File: src/rtl/mem_arbiter.sv
// mem_arbiter: shares one unified memory port between the I-cache and D-cache miss paths.
// Optional macro ARB_RR_EN: round-robin tie-break (default build: D side always wins a tie).
module mem_arbiter #(
  parameter int ADDR_W  = 16,
  parameter int DATA_W  = 16,
  parameter int MEM_LAT = 4,
  parameter int CNT_W   = 3
) (
  input  logic              clk,
  input  logic              rst,
  input  logic              ic_req,
  input  logic [ADDR_W-1:0] ic_addr,
  output logic              ic_done,
  output logic [DATA_W-1:0] ic_rdata,
  output logic              ic_busy,
  input  logic              dc_req,
  input  logic              dc_wr,
  input  logic [ADDR_W-1:0] dc_addr,
  input  logic [DATA_W-1:0] dc_wdata,
  output logic              dc_done,
  output logic [DATA_W-1:0] dc_rdata,
  output logic              dc_busy,
  output logic              mem_en,
  output logic              mem_wr,
  output logic [ADDR_W-1:0] mem_addr,
  output logic [DATA_W-1:0] mem_wdata,
  input  logic [DATA_W-1:0] mem_rdata
);

  typedef enum logic [2:0] {IDLE, ISSUE_I, ISSUE_D, WAIT_I, WAIT_D} state_t;

  localparam logic [CNT_W-1:0] LAT_CNT = CNT_W'(MEM_LAT);
  localparam logic [CNT_W-1:0] CNT_MAX = '1;

  state_t            state, nextState;
  logic [CNT_W-1:0]  cnt;
  logic [ADDR_W-1:0] addrQ;
  logic [DATA_W-1:0] wdataQ;
  logic              wrQ;
  logic [DATA_W-1:0] icRdataQ, dcRdataQ;
  logic              grantI, grantD;
  logic              lastBeat;

`ifdef ARB_RR_EN
  logic lastGrantD;

  always_comb begin
    grantD = dc_req && (!ic_req || !lastGrantD);
    grantI = ic_req && !grantD;
  end

  always_ff @(posedge clk) begin
    if (rst)                     lastGrantD <= 1'b0;
    else if (state == ISSUE_I)   lastGrantD <= 1'b0;
    else if (state == ISSUE_D)   lastGrantD <= 1'b1;
  end
`else
  always_comb begin
    grantD = dc_req;
    grantI = ic_req && !dc_req;
  end
`endif

  assign lastBeat = (cnt == LAT_CNT);

  always_ff @(posedge clk) begin
    // NOTE: all flops are written with <= so every reader sees the pre-edge value.
    if (rst) state <= IDLE;
    else     state <= nextState;
  end

  always_comb begin
    // NOTE: every output is defaulted first so no path through the case infers a latch.
    nextState = state;
    mem_en    = 1'b0;
    ic_done   = 1'b0;
    dc_done   = 1'b0;
    ic_busy   = 1'b0;
    dc_busy   = 1'b0;
    case (state)
      IDLE: begin
        if (grantD)      nextState = ISSUE_D;
        else if (grantI) nextState = ISSUE_I;
      end
      ISSUE_I: begin
        mem_en    = 1'b1;
        ic_busy   = 1'b1;
        nextState = WAIT_I;
      end
      ISSUE_D: begin
        mem_en    = 1'b1;
        dc_busy   = 1'b1;
        nextState = WAIT_D;
      end
      WAIT_I: begin
        ic_busy = 1'b1;
        if (lastBeat) begin
          ic_done   = 1'b1;
          nextState = IDLE;
        end
      end
      WAIT_D: begin
        dc_busy = 1'b1;
        if (lastBeat) begin
          dc_done   = 1'b1;
          nextState = IDLE;
        end
      end
      default: nextState = IDLE;
    endcase
  end

  // Read data is forwarded straight from memory in the done cycle, then held.
  assign ic_rdata = ic_done ? mem_rdata : icRdataQ;
  assign dc_rdata = dc_done ? (wrQ ? '0 : mem_rdata) : dcRdataQ;

  assign mem_addr  = addrQ;
  assign mem_wdata = wdataQ;
  assign mem_wr    = wrQ;

  always_ff @(posedge clk) begin
    if (rst) begin
      cnt      <= '0;
      addrQ    <= '0;
      wdataQ   <= '0;
      wrQ      <= 1'b0;
      icRdataQ <= '0;
      dcRdataQ <= '0;
    end else begin
      case (state)
        IDLE: begin
          cnt <= '0;
          if (grantD) begin
            addrQ  <= dc_addr;
            wdataQ <= dc_wdata;
            wrQ    <= dc_wr;
          end else if (grantI) begin
            addrQ <= ic_addr;
            wrQ   <= 1'b0;
          end
        end
        ISSUE_I, ISSUE_D: cnt <= CNT_W'(1);
        WAIT_I, WAIT_D: begin
          if (cnt != CNT_MAX) cnt <= cnt + 1'b1;
        end
        default: cnt <= '0;
      endcase
      if (ic_done) icRdataQ <= ic_rdata;
      if (dc_done) dcRdataQ <= dc_rdata;
    end
  end

endmodule
File: config.mk
export PLATFORM = sky130hd
export DESIGN_NAME = mem_arbiter
export DESIGN_NICKNAME = d
export VERILOG_FILES = /design/src/rtl/mem_arbiter.sv
export SDC_FILE = /design/constraint.sdc
export NUM_CORES = 1
export LEC_CHECK = 0
export ABC_CLOCK_PERIOD_IN_PS = 1600
export BUFFER_PORTS_ARGS = -buffer_cell sky130_fd_sc_hd__buf_2
export CAP_MARGIN = 20
export CORE_MARGIN = 3
export CORE_UTILIZATION = 44
export CTS_BUF_LIST = sky130_fd_sc_hd__clkbuf_2 sky130_fd_sc_hd__clkbuf_4 sky130_fd_sc_hd__clkbuf_8
export DETAILED_ROUTE_END_ITERATION = 10
export GPL_TIMING_DRIVEN = 0
export PLACE_DENSITY = 0.77
export RECOVER_POWER = 25
export REMOVE_ABC_BUFFERS = 1
export SLEW_MARGIN = 25
export SYNTH_ARGS = -nofsm -noshare
export SYNTH_HDL_FRONTEND = slang
export SYNTH_SLANG_ARGS = --single-unit
File: constraint.sdc
create_clock -name clk -period 1.6 [get_ports clk]
set_clock_uncertainty 0.1 [all_clocks]
set_input_delay 0 -clock clk [delete_from_list [all_inputs] [get_ports clk]]
set_output_delay 0 -clock clk [all_outputs]
set_load 0.005 [all_outputs]
==> results of run 1 <==
==> layout make-up <==
cell class                      instances  area, um^2  share of cell area
Multi-Input combinational cell        272        1850               0.351
Timing Repair Buffer                  240        1660               0.315
Sequential cell                        71        1440               0.272
Clock buffer                           11         151              0.0287
Tap cell                               96         120              0.0227
Clock inverter                          4        45.0             0.00853
Inverter                                3        11.3             0.00213
==> final timing paths <==
kind | from | to | slack [ps] | depth (start not counted)
setup reg to reg | state[2] | mem_wdata[14] | -150 | 3
hold reg to reg | mem_wdata[7] | mem_wdata[7] | 360 | 2
setup / recovery | state[0] | dc_rdata[8] | -240 | 6
hold / removal | dc_req | state[1] | 80 | 3
==> power groups by stage <==
stage,registers (W),logic (W),clock network [W]
after floorplan,0.00200,0.000322,0
after global placement,0.00199,0.000632,0
after detailed placement,0.00200,0.000642,0
after CTS,0.00196,0.000892,0.00147
after global routing,0.00197,0.00106,0.00155
final,0.00196,0.000990,0.00148
==> metal layers <==
layer,global-route usage,wire length [um],vias up
met1,0.306,4600,1759
met5,0,0,-
met3,0.0722,1200,32
met4,0.107,356,0
met2,0.473,5690,233
li1,-,-,1788
==> metrics by stage <==
step	total power (W)	hold WS, ps	setup TNS (ps)	instance area, um^2	worst slack [ps]
4_1_cts	0.00433	74.7	-5010	5140	-187
6_report	0.00443	82.2	-6700	5280	-241
2_1_floorplan	0.00232	-35.4	-5900	3030	-250
5_1_grt	0.00458	115	-10350	5280	-285
3_3_place_gp	0.00262	141	-47570	3840	-890
3_5_place_dp	0.00264	148	-47030	3840	-867
==> kinds of logic (layout without fill, tap and decap cells) <==
logic type	Yosys count	in the layout	share of synthesized area
and+or+nand+nor	124	130	0.203
AOI/OAI and AO/OA	120	120	0.221
DFF	71	71	0.440
buffers and inverters	38	258	0.0658
muxes	18	18	0.0558
adders and majority gates	3	3	0.0116
xor gates and xnor gates	1	1	0.00271
==> critical path: cells and delay by family, from the launching register on <==
kind / cells / cell delay [ps]
buffers and inverters: 3 / 450
flip-flops: 1 / 380
AND/OR/NAND/NOR: 3 / 550
==> sequential cells by signal (all words and copies together) (netlist names) <==
| name | count |
|---|---|
| cnt | 3 |
| dcRdataQ | 16 |
| icRdataQ | 16 |
| mem_addr | 16 |
| mem_wdata | 16 |
| mem_wr | 1 |
| state | 3 |
==> what timing repair did <==
item / 4_1_cts / 5_1_grt
endpoints found under the hold margin: 66 / 0
gates resized for setup: 78 / 22
hold buffers: 66 / 0
pin swaps: 15 / 27
cloned: 6 / 1
setup endpoints to repair: 104 / 66
buffers inserted: 21 / 14
==> placed cells by master, fill, tap and decap left out, types with 2 or more instances in the layout <==
cell	synthesis	final
a211oi_1	9	8
a211oi_2	10	11
a21oi_1	66	66
and2_4	0	5
buf_12	0	2
buf_2	7	120
buf_4	6	29
buf_6	5	5
clkbuf_1	16	17
clkbuf_8	0	11
clkinv_2	0	3
dfxtp_1	71	65
dfxtp_2	0	3
dfxtp_4	0	3
dlygate4sd3_1	0	66
ha_1	3	2
inv_2	0	2
mux2i_1	18	18
nand2_1	69	68
nand2_8	0	2
nand2b_1	4	4
nand3_1	17	3
nand3_2	0	14
nand4b_1	16	16
nor2_1	5	3
nor3_1	2	2
o21ai_0	31	3
o21ai_1	1	14
o21ai_2	0	14
or3b_4	0	3
==> results.md, run 1 <==
- Status: finished with violations
- Failing checks: setup timing
- Vias in the first global route: 3,669
- Largest stage delay, worst path: 380 ps
- Unique cell type count in the Yosys netlist: 34
- Vias per cell: 5.47
- Synth area leaders: dfxtp_1, a21oi_1, nand2_1
- # diodes: 0
- Max capacitance violation total: 0
- RSZ-0062 raised after global routing: yes
- Relative slew slack: 0.459
- DIE WIDTH: 91.7 um
- Max Clock Freq: 543 MHz
- Setup Viol. Count Final: 50
- Post-synth top cells: dfxtp_1, nand2_1, a21oi_1
- Post-DP HPWL: 5760 um
- Max Slew Vio Count: 0
- Clock Root Buffer: clkbuf_8
- Wire length per cell: 17.0 um
- Via count: 3,812
- Drc violations: 0
- Final hold vios: 0
- Netlist Area Pre-Place: 3230 um^2
- Fill cells: 461
- Ys async rst share: 0
- Port Buf Inserts: 138
- Post-synth EDFFs: 0
- Leak: 2.42 nW
- Syn_area_per_cell: 8.61 um^2
- Final #Nets: 669
- GPL Wtd Cong: 0.839
- P_sw: 0.00126 W
- Clk sinks: 71
- Crit share post-route: 1.15
- Clock share of power: 0.333
- Post-synth top area share: 0.440
- Sw frac: 0.285
- Hold Crit Class: input port to flop
- Setup Crit Path Kind: flop to output port
- Clk Latency, worst-skew pair: 350 ps
- First-pass GRT wire length: 18,100 um
- #FFs+latches synth: 71
- CP arrival: 1740 ps
- First-pass detailed-route iteration total: 5
- H-tree levels: 3
- PnR worst setup slack: -241 ps
- CP max stage cell: dfxtp_4
- Register area share after synthesis: 0.440
- Initial Util: 0.465
- Sequential power share: 0.443
- Final core utilization: 0.761
- Inst Count DP: 574
- CTS tree: built
- Worst vdd ir: 0.563 mV
- Count leader, synth: dfxtp_1
- Area leader, netlist: dfxtp_1
- CP required: 1500 ps
- Floorplan row count: 30
- Pint: 0.00317 W
- Primary FF master, synth: dfxtp_1
- Clock buffer depth: 2
- Antenna violations before repair: 0
- Worst path cell trace: buf_6 > nor3b_4 > clkbuf_16 > nand4b_1 > nand2_1 > buf_2
- Power Dens Cells: 839 nW/um^2
- Comb pwr share: 0.223
- Largest net degree at the start of global routing: 72
- GR Util All Layers: 0.268
- Crit path max fanout: 7
- Worst-Margin Slew: 811 ps
- CORE AREA: 6940 um^2
- Die ar.: 8410 um^2
- Wirelength, routed: 11,900 um
- I/O pin count: 139
- Iteration-0 DRC Markers: 220
- Non-Filler Instances: 697
- Area Growth Syn to Fin: 63.5%
- DRT antenna net count: 0
- Layout cells sized above 1: 0.399
- Num CTS Buffers: 9
- Crit. End Element: output port
- GRT overflow: 0
- Synth Instances: 375
- Yosys warning count: 0
- Die height: 91.7 um
- Critical Path Start Type: flop
- Worst-path clk slew: 80 ps
- Period minus WS final: 1840 ps
No activity file was read; power rests on OpenSTA's default activity.
==> run 2: changes to the inputs <==
--- a/config.mk
+++ b/config.mk
@@ -16,6 +16,7 @@
 export PLACE_DENSITY = 0.77
 export RECOVER_POWER = 25
 export REMOVE_ABC_BUFFERS = 1
+export SKIP_LAST_GASP = 1
 export SLEW_MARGIN = 25
 export SYNTH_ARGS = -nofsm -noshare
 export SYNTH_HDL_FRONTEND = slang
==> results.md, run 2 (same netlist as run 1, synthesis figures left out) <==
- P_sw: 0.00125 W
- Worst r2r path cells: 3
- WHS Endpoint: state[1]
- Antenna violations before repair: 0
- Vias in the first global route: 3,628
- Status: finished with violations
- Max Slew Vio Count: 0
- GR Util All Layers: 0.265
- Wire length per cell: 16.9 um
- CP arrival: 1740 ps
- Inst Count DP: 574
- Clock buffer depth: 2
- Final hold vios: 0
- I/O pin count: 139
- DIE WIDTH: 91.7 um
- Commonest non-fill, non-tap cell in the layout: buf_2
- Largest net degree at the start of global routing: 72
- DRT antenna net count: 0
- Die height: 91.7 um
- R2r startpoint: state[2]
- Crit. End Element: output port
- Clock share of power: 0.334
- Power, Total: 0.00442 W
- Max Clock Freq: 545 MHz
- Comb pwr share: 0.222
- Setup TNS: -6850 ps
- Reg2reg end: mem_wdata[14]
- Leak: 2.41 nW
- Iteration-0 DRC Markers: 189
- Initial Util: 0.465
- Floorplan row count: 30
- Pint: 0.00317 W
- Drc violations: 0
- Wirelength, routed: 11,800 um
- Sequential power share: 0.444
- Failing checks: setup timing
- CP required: 1500 ps
- Hold Crit Class: input port to flop
- Worst vdd ir: 0.561 mV
- GPL Wtd Cong: 0.839
- Vias per cell: 5.45
- Clock Root Buffer: clkbuf_8
- First-pass GRT wire length: 17,800 um
- Multi-input logic area: 1830 um^2
- Period minus WS final: 1840 ps
- Max capacitance violation total: 0
- Relative slew slack: 0.471
- H-tree levels: 3
- Post-DP HPWL: 5760 um
- Worst-Margin Slew: 794 ps
- Area Growth Syn to Fin: 62.6%
- Fill cells: 464
- Die ar.: 8410 um^2
- Port Buf Inserts: 138
- Worst-path clk slew: 80 ps
- Crit path max fanout: 8
- CORE AREA: 6940 um^2
- Critical Path Start Type: flop
- Final #Nets: 669
- Non-Filler Instances: 697
- Hold_sp: dc_req
- PnR worst setup slack: -235 ps
- Via count: 3,800
- CP max stage cell: dfxtp_4
- RSZ-0062 raised after global routing: yes
- GRT overflow: 0
- Place WS: -867 ps
- Power Dens Cells: 841 nW/um^2
- Reg-to-reg slack, setup: -160 ps
- Layout cells sized above 1: 0.393
- Largest stage delay, worst path: 380 ps
- # diodes: 0
- FF/Latch Area: 1440 um^2
- Clk sinks: 71
- Commonest non-fill, non-tap cells in the layout: buf_2, nand2_1, a21oi_1, dlygate4sd3_1, dfxtp_1
- Num CTS Buffers: 9
- Crit share post-route: 1.15
- CTS tree: built
- First-pass detailed-route iteration total: 5
- Setup Viol. Count Final: 53
- Setup Crit Path Kind: flop to output port
- Sw frac: 0.284
- Worst hold path stage count: 3
- Worst path cell trace: buf_6 > nor3b_4 > buf_12 > nand4b_1 > nand2_1 > buf_2
- Clk Latency, worst-skew pair: 350 ps
[run 2: cell counts in the layout (fill, tap and decap cells not counted)]
Identical to the previous run, type by type.
[run 2: per-layer routing]
| metal | wire (um) | GRT usage | vias to the layer above |
|---|---|---|---|
| met5 | 0 | 0 | - |
| li1 | - | - | 1782 |
| met4 | 331 | 0.107 | 0 |
| met1 | 4530 | 0.307 | 1761 |
| met3 | 1230 | 0.0722 | 27 |
| met2 | 5720 | 0.458 | 230 |
[run 2: worst max-delay path by stage]
stage | start | endpoint | slack [ps] | depth (start not counted)
2_1_floorplan | state[0] | mem_addr[0] | -250 | 3
3_3_place_gp | dc_req | mem_addr[3] | -890 | 4
3_5_place_dp | dc_req | mem_addr[0] | -870 | 4
4_1_cts | state[0] | dc_rdata[11] | -190 | 4
5_1_grt | state[0] | dc_rdata[8] | -280 | 6
6_report | state[0] | dc_rdata[8] | -240 | 6
[run 2: layout make-up]
| type | instances | share of cell area |
|---|---|---|
| clock buffer | 11 | 0.0288 |
| tap | 96 | 0.0229 |
| inverter | 3 | 0.00214 |
| clock inverter | 4 | 0.00857 |
| sequential | 71 | 0.273 |
| timing repair buffer | 240 | 0.316 |
| multi-input combinational | 272 | 0.348 |
[run 2: what timing repair did]
item / in CTS / in global routing
setup buffers: 21 / 14
resized for setup: 72 / 21
cloned: 6 / 1
endpoints found under the hold margin: 66 / 0
hold buffers: 66 / 0
pin swaps: 13 / 29
endpoints found under the setup margin: 104 / 66
[run 2: critical path: cells and delay by family (launching register included)]
| family | cells | cell delay [ps] |
|---|---|---|
| buffers and inverters | 3 | 410 |
| and+or+nand+nor | 3 | 590 |
| DFF | 1 | 380 |
[run 2: power by group through the flow]
stage / Sequential (W) / Combinational, W / Clock (W)
2_1_floorplan: 0.00200 / 0.000322 / 0
3_3_place_gp: 0.00199 / 0.000632 / 0
3_5_place_dp: 0.00200 / 0.000642 / 0
4_1_cts: 0.00196 / 0.000889 / 0.00147
5_1_grt: 0.00197 / 0.00105 / 0.00155
6_report: 0.00196 / 0.000983 / 0.00147
[run 2: through the flow]
| stage | hold WS, ps | utilization | instance area, um^2 |
|---|---|---|---|
| 2_1_floorplan | -35.4 | - | 3030 |
| 3_3_place_gp | 141 | 0.553 | 3840 |
| 3_5_place_dp | 148 | 0.553 | 3840 |
| 4_1_cts | 74.7 | 0.737 | 5120 |
| 5_1_grt | 115 | 0.757 | 5250 |
| 6_report | 84.9 | 0.757 | 5250 |
==> run 3: changes to the inputs <==
--- a/config.mk
+++ b/config.mk
@@ -5,6 +5,7 @@
 export SDC_FILE = /design/constraint.sdc
 export NUM_CORES = 1
 export LEC_CHECK = 0
+export ABC_AREA = 1
 export ABC_CLOCK_PERIOD_IN_PS = 1600
 export BUFFER_PORTS_ARGS = -buffer_cell sky130_fd_sc_hd__buf_2
 export CAP_MARGIN = 20
@@ -13,8 +14,7 @@
 export CTS_BUF_LIST = sky130_fd_sc_hd__clkbuf_2 sky130_fd_sc_hd__clkbuf_4 sky130_fd_sc_hd__clkbuf_8
 export DETAILED_ROUTE_END_ITERATION = 10
 export GPL_TIMING_DRIVEN = 0
-export PLACE_DENSITY = 0.77
-export RECOVER_POWER = 25
+export PLACE_DENSITY = 0.78
 export REMOVE_ABC_BUFFERS = 1
 export SKIP_LAST_GASP = 1
 export SLEW_MARGIN = 25
==> results.md, run 3 <==
- CP arrival: 1620 ps
- Max Clock Freq: 580 MHz
- Floorplan row count: 29
- Multi-input logic area: 1660 um^2
- Vias in the first global route: 3,648
- CP dominant cell by count: nand2_8
- Via count: 3,809
- Clk Latency, worst-skew pair: 330 ps
- Wire length per cell: 14.9 um
- Primary FF master, synth: dfxtp_1
- CORE AREA: 6570 um^2
- Period minus WS final: 1720 ps
- Power, Total: 0.00581 W
- Iteration-0 DRC Markers: 194
- Status: finished with violations
- Layout cells sized above 1: 0.362
- Ys async rst share: 0
- Drc violations: 0
- GPL Wtd Cong: 0.758
- Final #Nets: 730
- Commonest non-fill, non-tap cell in the layout: buf_2
- GR Util All Layers: 0.264
- Yosys warning count: 0
- GRT overflow: 0
- Max Slew Vio Count: 0
- Worst r2r path cells: 8
- Crit. End Element: output port
- Leak: 2.76 nW
- I/O pin count: 139
- RSZ-0062 raised after global routing: yes
- Area Growth Syn to Fin: 68.2%
- Unique cell type count in the Yosys netlist: 23
- CP max stage cell: dfxtp_2
- Largest net degree at the start of global routing: 40
- Synth Instances: 439
- Hold_sp: rst
- Setup Viol. Count Final: 32
- CP required: 1500 ps
- FF/Latch Area: 1430 um^2
- Non-Filler Instances: 757
- Clock buffer depth: 2
- Port Buf Inserts: 138
- Antenna violations before repair: 1
- Final hold vios: 0
- Inst Count DP: 650
- Clk sinks: 71
- DIE WIDTH: 89.7 um
- DRT antenna net count: 0
- Vias per cell: 5.03
- Hold Crit Class: input port to flop
- Initial Util: 0.469
- Die height: 89.7 um
- Post-synth top area share: 0.462
- Largest stage delay, worst path: 340 ps
- Failing checks: setup timing
- Synth area leaders: dfxtp_1, nand2_1, nor2_1
- #FFs+latches synth: 71
- Worst-Margin Slew: 835 ps
- Reg2reg end: mem_addr[10]
- Crit share post-route: 1.08
- Post-DP HPWL: 5390 um
- Relative slew slack: 0.443
- Post-synth top cells: nand2_1, nor2_1, dfxtp_1
- Fill cells: 392
- Worst hold path stage count: 2
- Critical Path Start Type: flop
- Max capacitance violation total: 0
- CTS tree: built
- Final core utilization: 0.789
- Setup Crit Path Kind: flop to output port
- Num CTS Buffers: 9
- H-tree levels: 3
- Netlist Area Pre-Place: 3080 um^2
- R2r startpoint: state[0]
- Register area share after synthesis: 0.462
- First-pass detailed-route iteration total: 5
- Worst path cell trace: inv_2 > ha_4 > nand2_8 > clkinv_8 > nand2_8 > nand2_1 > o21ai_1 > inv_1 > buf_2
- Wirelength, routed: 11,300 um
- Worst-path clk slew: 90 ps
- Setup TNS: -1860 ps
- Power Dens Cells: 1120 nW/um^2
- WHS Endpoint: icRdataQ[6]
- Syn_area_per_cell: 7.01 um^2
- Worst vdd ir: 0.917 mV
- Commonest non-fill, non-tap cells in the layout: buf_2, nand2_1, nor2_1, dfxtp_1, dlygate4sd3_1
- Reg-to-reg slack, setup: 30 ps
- PnR worst setup slack: -123 ps
- Place WS: -256 ps
- Clock Root Buffer: clkbuf_8
- Die ar.: 8040 um^2
- Crit path max fanout: 8
- Post-synth EDFFs: 0
- Count leader, synth: nand2_1
- Area leader, netlist: dfxtp_1
- First-pass GRT wire length: 16,400 um
run 3: routing by layer:
metal	track usage	wire, um	vias to the layer above
li1	-	-	1813
met1	0.286	4180	1760
met2	0.460	5820	189
met3	0.0566	739	47
met4	0.173	516	0
met5	0	0	-
run 3: layout make-up:
| class | instances | area share |
|---|---|---|
| Antenna cell | 1 | 0.000483 |
| Multi-Input combinational cell | 304 | 0.321 |
| Clock buffer | 9 | 0.0239 |
| Tap cell | 93 | 0.0225 |
| Clock inverter | 7 | 0.0201 |
| Inverter | 48 | 0.0399 |
| Sequential cell | 71 | 0.276 |
| Timing Repair Buffer | 224 | 0.296 |
run 3: repair_timing:
item                                    in CTS  in global routing
cloned                                       3                  2
endpoints found under the setup margin      87                 35
buffers inserted                            15                  4
pin swaps                                   14                  4
resized for setup                           66                 31
hold buffers                                66                  0
endpoints found under the hold margin       66                  0
run 3: logic make-up (layout without fill, tap and decap cells):
kind of cell,Yosys count,after routing,synth area share
simple gates,224,228,0.303
buf+inv,68,288,0.103
fa+ha+maj,3,3,0.0122
flops,71,71,0.462
compound gates,72,72,0.117
other cells,0,1,0
mux,1,1,0.00325
run 3: critical path: cells and delay by family (launching register included):
kind            cells  cell delay (ps)
compound gates      1              110
fa+ha+maj           1              170
buf+inv             4              370
simple gates        3              290
flops               1              340
run 3: how the worst max path moves through the flow:
stage                         from      endpoint  cells after the start
final                       cnt[1]  ic_rdata[13]                      9
after detailed placement    cnt[0]   ic_rdata[2]                      8
after global placement      cnt[0]   ic_rdata[7]                      9
after global routing        cnt[0]   dc_rdata[1]                      8
after CTS                 state[0]   ic_rdata[3]                      6
after floorplan             cnt[0]   icRdataQ[0]                      8
run 3: through the flow:
stage	hold slack, ps	cell area [um^2]
after detailed placement	132	3750
after global routing	136	5180
after floorplan	-30.9	2940
final	95.7	5180
after CTS	69.9	4990
after global placement	121	3750
run 3: power by group:
| group | leakage (nW) | switching [W] | total, W | internal (W) |
|---|---|---|---|---|
| Sequential | 0.582 | 0.000181 | 0.00226 | 0.00208 |
| Combinational | 2.06 | 0.00105 | 0.00191 | 0.000858 |
| Clock | 0.108 | 0.000749 | 0.00165 | 0.000897 |
| Total | 2.76 | 0.00198 | 0.00581 | 0.00383 |
